`src/rtl/instr_prefetch_unit_pkg.sv`:
```
// rtl/instr_prefetch_unit_pkg.sv - shared constants, fetch state encoding and helpers for the prefetch unit
package instr_prefetch_unit_pkg;

  localparam int IPU_ADDR_W  = 8;
  localparam int IPU_INSTR_W = 16;

  localparam logic [IPU_ADDR_W-1:0] IPU_RESET_PC = 8'h00;

  // Opcode field of a fetched instruction word
  localparam int OPC_MSB = 15;
  localparam int OPC_LSB = 12;

  typedef enum logic [1:0] {
    IDLE = 2'd0,
    REQ  = 2'd1,
    DROP = 2'd2
  } fetch_state_e;

  function automatic logic [OPC_MSB-OPC_LSB:0] opcode_of(input logic [IPU_INSTR_W-1:0] instr);
    return instr[OPC_MSB:OPC_LSB];
  endfunction

endpackage

```
`src/rtl/instr_prefetch_unit_if.sv`:
```
// rtl/instr_prefetch_unit_if.sv - instruction memory req/ack bus and decoded-side valid/ready stream
interface instr_prefetch_unit_if #(
  parameter int ADDR_W  = 8,
  parameter int INSTR_W = 16
);

  logic               mem_req;
  logic [ADDR_W-1:0]  mem_addr;
  logic               mem_ack;
  logic [INSTR_W-1:0] mem_rdata;

  logic               instr_valid;
  logic               instr_ready;
  logic [INSTR_W-1:0] instr_data;
  logic [ADDR_W-1:0]  instr_pc;

  modport master (
    output mem_req,
    output mem_addr,
    input  mem_ack,
    input  mem_rdata,
    output instr_valid,
    output instr_data,
    output instr_pc,
    input  instr_ready
  );

  modport slave (
    input  mem_req,
    input  mem_addr,
    output mem_ack,
    output mem_rdata,
    input  instr_valid,
    input  instr_data,
    input  instr_pc,
    output instr_ready
  );

endinterface

```
`src/rtl/instr_prefetch_unit_fetch_fifo.sv`:
```
// rtl/instr_prefetch_unit_fetch_fifo.sv - small FIFO holding {instruction, pc} pairs with synchronous flush
module fetch_fifo #(
  parameter  int DEPTH = 4,
  parameter  int WIDTH = 24,
  localparam int PTR_W = $clog2(DEPTH),
  localparam int CNT_W = PTR_W + 1
) (
  input  logic             clk,
  input  logic             rst_n,
  input  logic             push_i,
  input  logic             pop_i,
  input  logic             flush_i,
  input  logic [WIDTH-1:0] wdata_i,
  output logic [WIDTH-1:0] rdata_o,
  output logic [CNT_W-1:0] count_o,
  output logic             empty_o,
  output logic             full_o
);

  logic [WIDTH-1:0] mem_q [DEPTH];
  logic [PTR_W-1:0] wr_ptr_q;
  logic [PTR_W-1:0] rd_ptr_q;
  logic [CNT_W-1:0] count_q;

  logic do_push;
  logic do_pop;

  assign empty_o = (count_q == '0);
  assign full_o  = (count_q == CNT_W'(DEPTH));
  assign count_o = count_q;
  assign rdata_o = mem_q[rd_ptr_q];

  assign do_push = push_i && !full_o;
  assign do_pop  = pop_i && !empty_o;

  // Flush wins over push/pop so a redirect can never leave stale entries behind
  always_ff @(posedge clk or negedge rst_n) begin
    if (!rst_n) begin
      wr_ptr_q <= '0;
      rd_ptr_q <= '0;
      count_q  <= '0;
      for (int i = 0; i < DEPTH; i++) begin
        mem_q[i] <= '0;
      end
    end else if (flush_i) begin
      wr_ptr_q <= '0;
      rd_ptr_q <= '0;
      count_q  <= '0;
    end else begin
      if (do_push) begin
        mem_q[wr_ptr_q] <= wdata_i;
        wr_ptr_q        <= wr_ptr_q + 1'b1;
      end
      if (do_pop) begin
        rd_ptr_q <= rd_ptr_q + 1'b1;
      end
      case ({do_push, do_pop})
        2'b10:   count_q <= count_q + 1'b1;
        2'b01:   count_q <= count_q - 1'b1;
        default: count_q <= count_q;
      endcase
    end
  end

endmodule

```
`src/rtl/instr_prefetch_unit.sv`:
```
// rtl/instr_prefetch_unit.sv - fetch stage: owns the PC, issues one-outstanding memory reads, buffers results
module instr_prefetch_unit
  import instr_prefetch_unit_pkg::*;
#(
  parameter  int                DEPTH    = 4,
  parameter  int                ADDR_W   = IPU_ADDR_W,
  parameter  int                INSTR_W  = IPU_INSTR_W,
  parameter  logic [ADDR_W-1:0] RESET_PC = ADDR_W'(IPU_RESET_PC),
  localparam int                CNT_W    = $clog2(DEPTH) + 1
) (
  input  logic                  clk,
  input  logic                  rst_n,
  instr_prefetch_unit_if.master bus,
  input  logic                  redirect,
  input  logic [ADDR_W-1:0]     redirect_pc,
  input  logic                  halt,
  output logic [CNT_W-1:0]      fifo_count
);

  fetch_state_e      state_q;
  logic              mem_req_q;
  logic [ADDR_W-1:0] mem_addr_q;
  logic [ADDR_W-1:0] fetch_pc_q;

  logic                      xfer;
  logic                      push;
  logic                      pop;
  logic                      fifo_empty;
  logic                      fifo_full;
  logic [CNT_W-1:0]          fifo_cnt;
  logic [ADDR_W+INSTR_W-1:0] fifo_head;
  logic                      credit_next;
  logic [ADDR_W-1:0]         next_addr;

  assign xfer      = mem_req_q && bus.mem_ack;
  assign next_addr = mem_addr_q + 1'b1;

  // Credit for another request after this ack: the pushed entry plus the new outstanding one
  // must both fit; a same-cycle pop is deliberately not counted.
  assign credit_next = (fifo_cnt < CNT_W'(DEPTH - 1));

  assign push = xfer && (state_q == REQ) && !redirect;
  assign pop  = bus.instr_ready && !redirect;

  fetch_fifo #(
    .DEPTH (DEPTH),
    .WIDTH (ADDR_W + INSTR_W)
  ) u_fetch_fifo (
    .clk     (clk),
    .rst_n   (rst_n),
    .push_i  (push),
    .pop_i   (pop),
    .flush_i (redirect),
    .wdata_i ({bus.mem_rdata, mem_addr_q}),
    .rdata_o (fifo_head),
    .count_o (fifo_cnt),
    .empty_o (fifo_empty),
    .full_o  (fifo_full)
  );

  assign bus.mem_req     = mem_req_q;
  assign bus.mem_addr    = mem_addr_q;
  assign bus.instr_valid = !fifo_empty;
  assign bus.instr_data  = fifo_head[ADDR_W+INSTR_W-1:ADDR_W];
  assign bus.instr_pc    = fifo_head[ADDR_W-1:0];
  assign fifo_count      = fifo_cnt;

  always_ff @(posedge clk or negedge rst_n) begin
    if (!rst_n) begin
      state_q    <= IDLE;
      mem_req_q  <= 1'b0;
      mem_addr_q <= RESET_PC;
      fetch_pc_q <= RESET_PC;
    end else if (redirect) begin
      // An in-flight read cannot be cancelled on the bus; it is drained in DROP instead
      fetch_pc_q <= redirect_pc;
      case (state_q)
        REQ, DROP: begin
          if (xfer) begin
            state_q   <= IDLE;
            mem_req_q <= 1'b0;
          end else begin
            state_q <= DROP;
          end
        end
        default: state_q <= IDLE;
      endcase
    end else begin
      case (state_q)
        IDLE: begin
          // With nothing outstanding, credit is simply a non-full FIFO
          if (!fifo_full && !halt) begin
            state_q    <= REQ;
            mem_req_q  <= 1'b1;
            mem_addr_q <= fetch_pc_q;
          end
        end
        REQ: begin
          if (xfer) begin
            fetch_pc_q <= next_addr;
            mem_addr_q <= next_addr;
            if (!(credit_next && !halt)) begin
              state_q   <= IDLE;
              mem_req_q <= 1'b0;
            end
          end
        end
        DROP: begin
          if (xfer) begin
            state_q   <= IDLE;
            mem_req_q <= 1'b0;
          end
        end
        default: begin
          state_q   <= IDLE;
          mem_req_q <= 1'b0;
        end
      endcase
    end
  end

  a_req_held: assert property (@(posedge clk) disable iff (!rst_n)
    (mem_req_q && !bus.mem_ack) |=> (mem_req_q && $stable(mem_addr_q)));

  a_no_overflow: assert property (@(posedge clk) disable iff (!rst_n)
    !(push && fifo_full && !pop));

endmodule

```
`src/flat_wrapper.sv`:
```
// flat-port wrapper written by rule: the top's interface ports become plain ports
module instr_prefetch_unit_flat import instr_prefetch_unit_pkg::*;
#(
  parameter  int                DEPTH    = 4,
  parameter  int                ADDR_W   = IPU_ADDR_W,
  parameter  int                INSTR_W  = IPU_INSTR_W,
  parameter  logic [ADDR_W-1:0] RESET_PC = ADDR_W'(IPU_RESET_PC),
  localparam int                CNT_W    = $clog2(DEPTH) + 1
)
  (clk, rst_n, redirect, redirect_pc, halt, fifo_count, bus_mem_req, bus_mem_addr, bus_mem_ack, bus_mem_rdata, bus_instr_valid, bus_instr_data, bus_instr_pc, bus_instr_ready);
  instr_prefetch_unit_if #(.ADDR_W(ADDR_W), .INSTR_W(INSTR_W)) bus_i ();
  input  logic clk;
  input  logic rst_n;
  input  logic redirect;
  input  logic [ADDR_W-1:0] redirect_pc;
  input  logic halt;
  output logic [CNT_W-1:0] fifo_count;
  output wire logic [$bits(bus_i.mem_req)-1:0] bus_mem_req;
  output wire logic [$bits(bus_i.mem_addr)-1:0] bus_mem_addr;
  input wire logic [$bits(bus_i.mem_ack)-1:0] bus_mem_ack;
  input wire logic [$bits(bus_i.mem_rdata)-1:0] bus_mem_rdata;
  output wire logic [$bits(bus_i.instr_valid)-1:0] bus_instr_valid;
  output wire logic [$bits(bus_i.instr_data)-1:0] bus_instr_data;
  output wire logic [$bits(bus_i.instr_pc)-1:0] bus_instr_pc;
  input wire logic [$bits(bus_i.instr_ready)-1:0] bus_instr_ready;
  assign bus_mem_req = bus_i.mem_req;
  assign bus_mem_addr = bus_i.mem_addr;
  assign bus_i.mem_ack = bus_mem_ack;
  assign bus_i.mem_rdata = bus_mem_rdata;
  assign bus_instr_valid = bus_i.instr_valid;
  assign bus_instr_data = bus_i.instr_data;
  assign bus_instr_pc = bus_i.instr_pc;
  assign bus_i.instr_ready = bus_instr_ready;
  instr_prefetch_unit #(.DEPTH(DEPTH), .ADDR_W(ADDR_W), .INSTR_W(INSTR_W), .RESET_PC(RESET_PC)) u_core (.clk(clk), .rst_n(rst_n), .bus(bus_i), .redirect(redirect), .redirect_pc(redirect_pc), .halt(halt), .fifo_count(fifo_count));
endmodule
```
`config.mk`:
```
export PLATFORM = sky130hd
export DESIGN_NAME = instr_prefetch_unit_flat
export DESIGN_NICKNAME = d
export VERILOG_FILES = /design/src/rtl/instr_prefetch_unit_pkg.sv /design/src/rtl/instr_prefetch_unit_if.sv /design/src/rtl/instr_prefetch_unit_fetch_fifo.sv /design/src/rtl/instr_prefetch_unit.sv /design/src/flat_wrapper.sv
export SDC_FILE = /design/constraint.sdc
export NUM_CORES = 1
export LEC_CHECK = 0
export ABC_AREA = 0
export BUFFER_PORTS_ARGS = -buffer_cell sky130_fd_sc_hd__buf_2
export CAP_MARGIN = 40
export CORE_MARGIN = 3
export CORE_UTILIZATION = 64
export DETAILED_ROUTE_END_ITERATION = 10
export GPL_TIMING_DRIVEN = 0
export PLACE_DENSITY = 0.86
export SLEW_MARGIN = 20
export SYNTH_ARGS = -nofsm -noshare
export SYNTH_HDL_FRONTEND = slang
export SYNTH_HIERARCHICAL = 1
export SYNTH_SLANG_ARGS = --single-unit
```
`constraint.sdc`:
```
create_clock -name clk -period 7.6 [get_ports clk]
set_clock_uncertainty 0.2 [all_clocks]
set_input_delay 0.76 -clock clk [delete_from_list [all_inputs] [get_ports clk]]
set_output_delay 0.76 -clock clk [all_outputs]
set_load 0.02 [all_outputs]
```
Word-level counts from Yosys, hierarchy flattened. Index checks and enable logic that the tools add are counted.

Reductions and logical operators: 27. $add $sub $neg: 5. $lt $le $gt $ge: 4. Eq/ne operators: 12. Mux-type cells: 32. Bitwise gates (word level): 3.

Operator list (number): $bwmux W96 (1); $mux W24 (3); $bmux W24 S2 (1); $demux W24 S2 (1); $mux W8 (4); $mux W2 (11); $pmux W8 S2 (1); $reduce_and A4 Y1 (3); $reduce_bool A2 Y1 (5); $logic_and A1 B1 Y1 (9); $ne A3 B2 Y1 const B (3); $add A8 B1 Y8 const B (1); $ge A3 B3 Y1 const B (2); $mux W1 (6); $ne A2 B1 Y1 const B (3); $not A2 Y3 (2); $pmux W2 S3 (1); $pmux W3 S2 (1); $add A2 B1 Y2 const B (2); $eq A2 B1 Y1 const B (2); $eq A2 B2 Y1 const B (2); $logic_not A1 Y1 (4); $reduce_and A2 Y1 (2); $add A3 B1 Y3 const B (1); 12 further kinds (12).

Bits in registers: 122. Input port bits: 30. Output and inout port bits: 37. Logic and storage cells: 94.

Logic depth before layout (Yosys ltp).
Depth after elaboration: 7. Depth in mapped cells: 12. Gate-level depth less buffers: 9.

Cells and area by module. The synthesis kept the hierarchy.

By module, submodules not included: fetch_fifo (area each 5159.9 µm², sequential area each 2577.5 µm², cells an instance 298, instances 1); instr_prefetch_unit (area each 1201.2 µm², sequential area each 475.5 µm², cells an instance 133, instances 1).

Least setup slack after synthesis. OpenSTA, ideal clock, no wires.

Path kind: input to register. Start: in redirect. End: reg u_core.u_fetch_fifo.count_q[1] (netlist: u_core/u_fetch_fifo/count_o[1]). Cell stages on the path: 9. Arrival: 2741 ps. Path buffers: 3. Data required time: 7275 ps. Setup slack: 4534 ps. Setup time: 125 ps. Cells stage by stage: buf_6 clkbuf_4 nor2_1 clkbuf_1 a21oi_1 fa_1 nor2_1 o21a_1 a2111oi_0.

Cells in the longest elaborated chain, start to end: 6. Elaborated cells between the ends (all ways): 10. Classes of those cells: eq/ne: 2; mux: 2; reduce/logical: 6.

Ends and longest elaborated chain: from (decl) (line flat_wrapper.sv:14) `input logic redirect;`; $logic_not A1 Y1 * (line instr_prefetch_unit.sv:42) `assign push = xfer && (state_q == REQ) && !redirect;`; $logic_and A1 B1 Y1 * (line instr_prefetch_unit.sv:42); via u_core.push (line instr_prefetch_unit.sv:26) `logic push;`; $logic_and A1 B1 Y1 * (line instr_prefetch_unit_fetch_fifo.sv:33) `assign do_push = push_i && !full_o;`; $eq A2 B1 Y1 or $eq A2 B2 Y1 (tied branches) (line instr_prefetch_unit_fetch_fifo.sv:57) `case ({do_push, do_pop})`; $pmux W3 S2 (line instr_prefetch_unit_fetch_fifo.sv:57); $mux W3 (line instr_prefetch_unit_fetch_fifo.sv:45) `end else if (flush_i) begin`; to (signal assigned) (line instr_prefetch_unit_fetch_fifo.sv:58) `2'b10: count_q <= count_q + 1'b1;`; to (signal assigned) (line instr_prefetch_unit_fetch_fifo.sv:59) `2'b01: count_q <= count_q - 1'b1;`; to (signal assigned) (line instr_prefetch_unit_fetch_fifo.sv:60) `default: count_q <= count_q;`; to (decl) (line instr_prefetch_unit_fetch_fifo.sv:23) `logic [CNT_W-1:0] count_q;`.

The timed path passes the listed nets; every way through them passes the cells marked *. A chain may end at the register's enable or synchronous reset.

Worst setup path in the final report.
Start: reg u_core.state_q[1]. End: reg u_core.u_fetch_fifo.count_q[1] (netlist: u_core/u_fetch_fifo/count_o[1]).

Cells in the longest elaborated chain, start to end: 7. Elaborated cells between the ends (all ways): 9. Classes of those cells: eq/ne: 3; mux: 2; reduce/logical: 4.

Ends and longest elaborated chain: from (decl) (line instr_prefetch_unit.sv:20) `fetch_state_e state_q;`; from (signal assigned) (line instr_prefetch_unit.sv:70) `state_q <= IDLE;`; from (signal assigned) (line instr_prefetch_unit.sv:80) `state_q <= IDLE;`; from (signal assigned) (line instr_prefetch_unit.sv:83) `state_q <= DROP;`; $eq A2 B1 Y1 * (line instr_prefetch_unit.sv:42); $logic_and A1 B1 Y1 * (2 in series) (line instr_prefetch_unit.sv:42); via u_core.push (line instr_prefetch_unit.sv:26); $logic_and A1 B1 Y1 * (line instr_prefetch_unit_fetch_fifo.sv:33); $eq A2 B1 Y1 or $eq A2 B2 Y1 (tied branches) (line instr_prefetch_unit_fetch_fifo.sv:57); $pmux W3 S2 (line instr_prefetch_unit_fetch_fifo.sv:57); $mux W3 (line instr_prefetch_unit_fetch_fifo.sv:45).

Marks and branches as above.

==> results.txt <==
- Post-DR vias/cell: a little over 6
- The number of hold buffers added after CTS was 1.
* Fillers: 521
* Vias in the first global route: 4265
- Setup total negative slack on the finished layout was measured at 0 ps.
* Time the worst path needs with I/O delays and setup: 3622 ps
- The flow ran to the end, and the final reports show no timing, DRC or antenna violations.
- Cell with the largest stage delay on the worst path: sky130_fd_sc_hd__fa_1
- For this run, the slowest stage of the critical path takes 540 ps.
- The endpoint identified for the worst register-to-register timing path is u_core/u_fetch_fifo/count_o[1]$_DFFE_PN0P_.
- Summed over all nets, the half-perimeter wirelength after detailed placement is 8.816 mm.
* Total count of max-transition violations in the final report: 0
* Clock transition at the registers of the reported paths: 60 ps
- The core region is 9459 µm².
- The first detailed-routing pass took 6 iterations.
* Share of total power in the clock network: 0.362
- Number of synthesized flops with an enable pin: 0
- Kind of end point of the critical path: flop
- Largest net degree at the start of global routing: 69
- The die covers 11170 µm².
- The first global-routing pass estimated 23.27 mm of wire.
- Horizontal extent of the die: 105.7 µm
* Count of cell types in the netlist: 53
- In the global route stage, overall resource usage came out at 0.2715.
- Count of maximum capacitance violations: 0
- The number of clock buffers added by TritonCTS is 17.
* Net Count, Synth: 470
- Measured in cells, the most critical reg-to-reg path has a length of 12.
- Synthesis produced 431 cells.
- IR drop worst, VDD: 0.2081 mV
- Net switching power figure: around 730 µW
* DR WL/cell: 21.42 µm
* Post-layout util: 0.7939
- Power density cells: 305.9 nW/µm²
- At the end of routability-driven placement, the weighted congestion stood at about 0.84.
* Insertion delay to the later sink of the worst-skew pair: ~520 ps
- Area growth from synthesis to layout: 18.06%
* Placement Rows: 35
* Effective utilization at floorplan: 0.6725
- The clock net in this run drives a total of 122 sinks.
* Initial detailed-routing violation count: about 240
* Number of gates given a new drive strength after cts: 0
- STA classifies the critical path startpoint as a flop.
- At the worst endpoint, the arrival time is 3780 ps.
- Fraction of power spent switching nets: 0.3186
* Routed wire length: 14.13 mm
* Required time of the critical path: 7760 ps
- Diodes inserted: 0
* Hold-critical path endpoint: u_core/fetch_pc_q[5]$_DFFE_PN0P_
- Ratio of cells with drive above 1 in the final layout: 0.4783
- Worst reg2reg startpoint: u_core/state_q[1]$_DFFE_PN0P_
- Fin. Hold Viols: 0
- Internal: 1565 µW
- The H-tree was split into 4 levels.
* Hold-critical path depth: 3
- The share of the Yosys chip area taken by registers is 0.4799.
- Critical hold path startpoint: redirect_pc[5]
- Number of antenna violations at the first check in global routing: 0
* Sequential Power Share: 0.370
- Buffer depth of the longest clock path: 2
- The detail route stage leaves a number of antenna-violating nets equal to 0.
- Once the clock tree was built, the setup fixing pass inserted 0 buffers.
* Top FF cell, synth: sky130_fd_sc_hd__dfrtp_1
* Share of synthesized flip-flops with an asynchronous set or reset: 1.000
- Synth Register Bits: between 100 and 150
- Total vias in the final route: 3999
- Nets: approximately 560
* Static leakage: 0.003791 µW
- Static timing analysis puts the maximum clock frequency at 276.1 MHz.
- Cell chain of the critical path: inv_1 > ha_1 > buf_6 > nand3_2 > buf_6 > nor2_1 > clkbuf_1 > a21oi_1 > fa_1 > nor2_1 > o21a_1 > a2111oi_0
- Headroom to the max-slew limit came out at 0.4942.
- Number of synthesis warnings: 6
- Setup repair after global routing left no endpoint under its margin.
* Slew at the pin with the worst max-slew slack: 758.7 ps
* Count of input and output buffers: 66
- Post-route clock period utilization: 0.4765
- After synthesis, the mean cell area works out to 14.76 µm².
- The finished cells cover 7510 µm².
- The worst register-to-register path has a setup slack of 3980 ps.
* Hold Path Class: primary input to flop
* Synthesized cell area: 6361 µm²
* Largest fanout on the critical path: 10
- Category of the most critical setup path: flop to flop
* Top-level port count: 67
- Clock tree from TritonCTS: done
* Height of the die: about 110 µm
* Leftover overflow at the end of global routing: 0
- Buffer type at the clock tree root: sky130_fd_sc_hd__clkbuf_8
- Setup-violating endpoint count in the final report: 0
- In the routed design, unresolved DRC markers number 0.
- Of the total power, combinational logic draws 0.268.
- Cell Area, Placed: 6887 µm²
power by group through the flow:
stage / combinational [µW] / sequential (µW) / clock, µW
after floorplan: 416 / 850 / 0
after global placement: 579 / 843 / 0
after detailed placement: 603 / 854 / 0
after CTS: 616 / 849 / 837
after global routing: 659 / 865 / 868
final: 616 / 850 / 831
state kept, by name, summed over array words and instances (netlist names):
register                      count
u_core/bus.mem_addr               8
u_core/bus.mem_req                1
u_core/fetch_pc_q                 8
u_core/state_q                    2
u_core/u_fetch_fifo/count_o       3
u_core/u_fetch_fifo/mem_q        96
u_core/u_fetch_fifo/rd_ptr_q      2
u_core/u_fetch_fifo/wr_ptr_q      2
worst max-delay path by stage:
stage	cells past startpoint	startpoint	slack (ps)	endpoint
floorplan	9	redirect	4530	u_core/u_fetch_fifo/count_o[1]$_DFFE_PN0P_
global placement	10	redirect	3980	u_core/u_fetch_fifo/count_o[1]$_DFFE_PN0P_
detailed placement	10	redirect	3790	u_core/u_fetch_fifo/count_o[1]$_DFFE_PN0P_
CTS	12	u_core/state_q[1]$_DFFE_PN0P_	3950	u_core/u_fetch_fifo/count_o[1]$_DFFE_PN0P_
global route	12	u_core/state_q[1]$_DFFE_PN0P_	3690	u_core/u_fetch_fifo/count_o[1]$_DFFE_PN0P_
finish	12	u_core/state_q[1]$_DFFE_PN0P_	3980	u_core/u_fetch_fifo/count_o[1]$_DFFE_PN0P_
synthesized netlist by cell type (all sizes together) (2+ instances only):
cell,instances,area share
a21oi,15,0.012
nand2,18,0.011
mux2,97,0.22
and3b,2,0.0031
clkbuf,9,0.0059
nand2b,4,0.0051
xnor2,4,0.0055
ha,8,0.016
nor3,8,0.0071
mux4,24,0.085
o22ai,4,0.0039
nor3b,2,0.0024
o31ai,5,0.0059
xor2,3,0.0041
and2,2,0.0020
o21ai,18,0.014
nand3,14,0.020
mux2i,6,0.0094
o21a,4,0.0059
or3b,2,0.0031
nor2,11,0.0065
nor2b,2,0.0020
a211oi,2,0.0043
inv,12,0.0071
buf,19,0.040
dfrtp,122,0.48
cells in the final DEF, fill, tap and decap left out, drive strengths merged, types with 5 or more instances in the layout:
master / instances
a21oi: 15
buf: 86
clkbuf: 31
dfrtp: 122
ha: 8
inv: 12
mux2: 97
mux2i: 6
mux4: 24
nand2: 18
nand3: 14
nor2: 11
nor3: 8
o21ai: 18
o31ai: 5
cell families (layout without fill, tap and decap cells):
logic type,after synthesis,after routing,synth area share
AO/OA/AOI/OAI,58,58,0.05999
XOR/XNOR,7,7,0.009638
buffers and inverters,40,140,0.05252
adder cells (fa/ha/maj),9,9,0.01888
AND/OR/NAND/NOR,68,68,0.06570
multiplexers,127,127,0.3133
flip-flops,122,122,0.4799
cell type report:
type                            instances  area, µm²  area share
Buffer                                 28      289.0     0.03849
Clock buffer                           22      473.0     0.06298
Clock inverter                         10      140.1     0.01866
Inverter                               12      45.04    0.005998
Multi-Input combinational cell        269       2974      0.3960
Sequential cell                       122       3053      0.4065
Tap cell                              129      161.4     0.02149
Timing Repair Buffer                   68      374.1     0.04982
through the flow:
stage / instances / hold WS, ps / setup WS (ps) / total power (µW)
after floorplan: 431 / 264.4 / 4534 / 1266
after global placement: 626 / 281.9 / 3978 / 1421
after detailed placement: 627 / 290.4 / 3788 / 1457
after CTS: 660 / 237.0 / 3952 / 2303
after global routing: 660 / 244.5 / 3694 / 2392
final: 660 / 246.5 / 3978 / 2297
per-layer routing:
layer | global-route usage | up-vias | part of all wire
li1 | - | 1757 | -
met1 | 0.3496 | 2052 | 0.42
met2 | 0.4590 | 162 | 0.51
met3 | 0.06307 | 28 | 0.052
met4 | 0.08603 | 0 | 0.018
met5 | 0 | - | 0
critical path, delay by kind of cell (launching register included):
| kind | cells | cell delay [ps] |
|---|---|---|
| compound gates | 3 | 850 |
| fa+ha+maj | 2 | 720 |
| buf+inv | 4 | 820 |
| flops | 1 | 380 |
| simple gates | 3 | 490 |
Power figures use the tool's default switching activity.
